`src/rtl/tape_arbiter.sv`:
```
// rtl/tape_arbiter.sv - tape RAM arbiter (core, dump) and clear engine
// Optional dump read port enabled by defining TAPE_ARB_DUMP_EN.
module tape_arbiter #(
    parameter int AW    = 8,
    parameter int DW    = 7,
    parameter int DEPTH = 256
) (
    input  logic          clk,
    input  logic          rst,
    input  logic          clr_start,
    output logic          clr_busy,
    output logic          clr_done,
    input  logic          core_req,
    input  logic          core_we,
    input  logic [AW-1:0] core_addr,
    input  logic [DW-1:0] core_wdata,
    output logic          core_gnt,
    output logic          core_rvld,
    output logic [DW-1:0] core_rdata,
    input  logic          dump_req,
    input  logic [AW-1:0] dump_addr,
    output logic          dump_gnt,
    output logic          dump_rvld,
    output logic [DW-1:0] dump_rdata,
    output logic [AW-1:0] ram_a,
    output logic [DW-1:0] ram_d,
    output logic          ram_we,
    output logic [AW-1:0] ram_dpra,
    input  logic [DW-1:0] ram_dpo
);
    typedef enum logic {IDLE, CLEAR} state_t;
    localparam logic [AW-1:0] LAST = AW'(DEPTH - 1);

    state_t        state, state_nxt;
    logic [AW-1:0] cnt, cnt_nxt;
    logic          core_rd;

`ifdef TAPE_ARB_DUMP_EN
    logic last_dump, last_dump_nxt;
`else
    logic unused_dump;
    assign unused_dump = ^{dump_req, dump_addr};
`endif

    // rst gates every RAM strobe so an aborted clear writes nothing more
    always_comb begin
        state_nxt = state;
        cnt_nxt   = cnt;
        clr_busy  = 1'b0;
        clr_done  = 1'b0;
        core_gnt  = 1'b0;
        dump_gnt  = 1'b0;
        ram_we    = 1'b0;
        ram_a     = '0;
        ram_d     = '0;
        ram_dpra  = '0;
`ifdef TAPE_ARB_DUMP_EN
        last_dump_nxt = last_dump;
`endif
        if (!rst) begin
            case (state)
                IDLE: begin
                    if (clr_start) begin
                        state_nxt = CLEAR;
                    end else begin
`ifdef TAPE_ARB_DUMP_EN
                        core_gnt = core_req && (!dump_req || last_dump);
                        dump_gnt = dump_req && !core_gnt;
`else
                        core_gnt = core_req;
`endif
                        if (core_gnt) begin
                            if (core_we) begin
                                ram_we = 1'b1;
                                ram_a  = core_addr;
                                ram_d  = core_wdata;
                            end else begin
                                ram_dpra = core_addr;
                            end
                        end
`ifdef TAPE_ARB_DUMP_EN
                        if (dump_gnt) ram_dpra = dump_addr;
                        if (core_gnt) last_dump_nxt = 1'b0;
                        else if (dump_gnt) last_dump_nxt = 1'b1;
`endif
                    end
                end
                CLEAR: begin
                    clr_busy = 1'b1;
                    ram_we   = 1'b1;
                    ram_a    = cnt;
                    if (cnt == LAST) begin
                        clr_done  = 1'b1;
                        cnt_nxt   = '0;
                        state_nxt = IDLE;
                    end else begin
                        cnt_nxt = cnt + AW'(1);
                    end
                end
                default: state_nxt = IDLE;
            endcase
        end
    end

    assign core_rd = core_gnt && !core_we;

    always_ff @(posedge clk) begin
        if (rst) begin
            state      <= IDLE;
            cnt        <= '0;
            core_rvld  <= 1'b0;
            core_rdata <= '0;
        end else begin
            state     <= state_nxt;
            cnt       <= cnt_nxt;
            core_rvld <= core_rd;
            if (core_rd) core_rdata <= ram_dpo;
        end
    end

`ifdef TAPE_ARB_DUMP_EN
    // last_dump starts set so the core wins the first tie
    always_ff @(posedge clk) begin
        if (rst) begin
            last_dump  <= 1'b1;
            dump_rvld  <= 1'b0;
            dump_rdata <= '0;
        end else begin
            last_dump <= last_dump_nxt;
            dump_rvld <= dump_gnt;
            if (dump_gnt) dump_rdata <= ram_dpo;
        end
    end
`else
    assign dump_rvld  = 1'b0;
    assign dump_rdata = '0;
`endif
endmodule

```
`config.mk`:
```
export PLATFORM = sky130hd
export DESIGN_NAME = tape_arbiter
export DESIGN_NICKNAME = d
export VERILOG_FILES = /design/src/rtl/tape_arbiter.sv
export SDC_FILE = /design/constraint.sdc
export NUM_CORES = 1
export LEC_CHECK = 0
export ABC_AREA = 1
export CAP_MARGIN = 5
export CORE_ASPECT_RATIO = 1.2
export CORE_MARGIN = 5
export CORE_UTILIZATION = 35
export DETAILED_ROUTE_END_ITERATION = 6
export PLACE_DENSITY = 0.81
export SLEW_MARGIN = 20
export SYNTH_ARGS = -nofsm -noshare
export SYNTH_HDL_FRONTEND = slang
export SYNTH_SLANG_ARGS = --single-unit
export TNS_END_PERCENT = 1
```
`constraint.sdc`:
```
create_clock -name clk -period 3.6 [get_ports clk]
set_clock_uncertainty 0.2 [all_clocks]
set_input_delay 0.54 -clock clk [delete_from_list [all_inputs] [get_ports clk]]
set_output_delay 0.54 -clock clk [all_outputs]
set_load 0.02 [all_outputs]
```
==> impl_results.md <==
- Worst Setup End Kind: output pin
- Post-DR wirelength/cell: 10.7 um
- Post-synth EDFFs: 0
- Largest net degree at the start of global routing: 24
- CP arrival: 2.50 ns
- Critical path peak fanout: 9
- P&R area growth vs syn: 55.1%
- Gate Count Post-Synth: 190
- H-tree Lvls: 1
- Iteration-0 DRC Markers: 20
- CP max stage delay: 0.64 ns
- Max-slew violations: 0
- Post-CTS Repair Setup Buffers: 0
- Multi-input gate area: 574 um2
- Ports: 80
- Top cells by count, synth: nand2_1 (55), nor2_1 (42), inv_1 (38)
- Number of global-route vias before repair: 1130
- Ys Warns: 0
- R2r endpoint: cnt[3]$_SDFFE_PP0P_
- Worst Hold End: cnt[0]$_SDFFE_PP0P_
- Worst hold start: cnt[0]$_SDFFE_PP0P_
- Largest buffer count on any clock path: 2
- Worst min-delay path class: flip-flop to flip-flop
- TritonCTS clock tree: yes
- Final hold slack: 0.281 ns
- Drt drc: 0
- Syn Std Cell Area: 1130 um2
- Period minus WS final: 3.24 ns
- Worst skew pair latency: 0.30 ns
- Core Area: 3080 um2
- Post-DRT Antenna Nets: 0
- Asr flop ratio synth: 0
- Dpl hpwl: 2.52 mm
- Final nets: 289
- Cell depth of the worst hold path: 2
- Fillcell total: 308
- Die span in x: 61.8 um
- Sink Count: 17
- Family with the most delay on the worst path: buffers and inverters
- Max Fclk: 309 MHz
- RSZ-0062 raised after global routing: false
- Buf+Inv Stages, Crit Path: 3
- First-pass GRT wire length: 5.00 mm
- Static Leakage: 0.838 nW
- FF-to-FF Start: state$_SDFF_PP0_
- Cell taking the most area after synthesis: dfxtp_1
- Cts hold-fix bufs: 0
- Post_cts resized: 0
- Most common cell in the netlist: nand2_1
- Flop2flop setup slack: 2.12 ns
- N_diodes: 0
- Die ar.: 4460 um2
- Clk root buf: clkbuf_4
- Sequential fraction of the synthesis area: 0.302
- Layout cells sized above 1: 0.0359
- Syn Area/Cell: 5.93 um2
- Top FF cell, synth: dfxtp_1
- Slowest CP cell: clkdlybuf4s50_1
- Total number of vias: 1221
- Final hold violation count: 0
- VDD IR max: 182 uV
- Post-synthesis cell type count: 18
- Startpoint types: primary input
- Detailed Route WL: 3.08 mm
- Vias per inst: 4.25
- CTS Buf Count: 3
- Critical path class: primary input to output pin
- Synth top area cells: dfxtp_1 (30%), nand2_1 (18%), nor2_1 (14%)
- Critical-path cell list: clkdlybuf4s50_1 > nor2_8 > inv_1 > nor2_1 > nand2_1 > o21ai_0 > clkdlybuf4s50_1
- Site Rows: 22
- Reg area: 340 um2
- Status: finished clean
- Global-route usage over all layers: 0.147
- Tcrit/Tclk final: 0.899
- # Max-Cap Violations: 0
- Seq cells post-synth: 17
- # port buffers: 61
- Initial antenna violation count: 0
- DIE HEIGHT: 72.2 um
- Initial Utilization: 0.366
- PD cells: 236 nW/um2
- Yosys top cell area share: 0.302
- Routability-driven placement congestion ratio: 0.788
- Worst reg-to-reg path cell count: 4
- Setup TNS: 0 ns
- Final setup viols: 0
- Total Power: 0.413 mW
- CP required: 2.86 ns
- Clock transition at the registers of the reported paths: 0.10 ns
- DR pass1 iterations: 4
- CP dominant cell by count: clkdlybuf4s50_1
- Overflow after GRT: 0
-- how the worst max path moves through the flow --
stage | from | end | cells past startpoint
global route | rst | ram_a[6] | 7
floorplan | core_req | ram_a[0] | 6
finish | rst | ram_a[6] | 7
detailed placement | rst | ram_a[6] | 7
CTS | rst | ram_a[6] | 7
global placement | rst | ram_a[6] | 7
-- flip-flops by register name (all words and copies together) (netlist names) --
register / count
core_rvld: 1
state: 1
cnt: 8
core_rdata: 7
-- report_power, final --
part | switching [mW] | internal, mW
Combinational | 0.0559 | 0.0513
Clock | 0.0660 | 0.0414
Sequential | 0.00516 | 0.193
Total | 0.127 | 0.286
-- worst min-delay path: cells and delay by family, from the launching register on --
family | cells | cell delay [ns]
flops | 1 | 0.34
buf+inv | 1 | 0.05
compound gates | 1 | 0.05
-- cell usage in the layout (no fill, tap or decap) --
cell type	n
clkdlybuf4s50_1	61
nand2_1	55
nor2_1	42
inv_1	38
dfxtp_1	17
conb_1	9
o21ai_0	5
nand3_1	5
o22ai_1	4
a21oi_1	3
clkbuf_4	3
nor2_4	2
nor2_8	1
nand3_4	1
xor2_1	1
nor3_1	1
ha_1	1
clkinv_2	1
buf_4	1
-- per-layer routing --
metal	GRT usage	wire length [um]
met3	0.0445	308
met2	0.241	1530
met4	0.0495	42
met5	0	0
met1	0.178	1200
-- cells by family after synthesis --
kind of cell             Yosys count  share of synthesized area
AO/OA/AOI/OAI                     12                     0.0577
XOR/XNOR                           1                    0.00777
adder cells (fa/ha/maj)            1                     0.0111
buffers and inverters             51                      0.215
flip-flops                        17                      0.302
other                              1                    0.00333
AND/OR/NAND/NOR                  107                      0.403
-- stage by stage --
step                instances  utilization  worst slack [ns]  area, um2
floorplan                 198            -              1.44       1160
global placement          283        0.558             0.370       1720
detailed placement        283        0.558             0.360       1720
CTS                       287        0.567             0.358       1750
global route              287        0.567             0.147       1750
finish                    287        0.567             0.362       1750
-- final cells by class --
cell class,count,share of cell area
clock inverter,1,0.00286
inverter,38,0.0816
timing repair buffer,62,0.354
multi-input combinational,130,0.329
tap,36,0.0258
clock buffer,3,0.0129
sequential,17,0.195
Power figures use the tool's default switching activity.
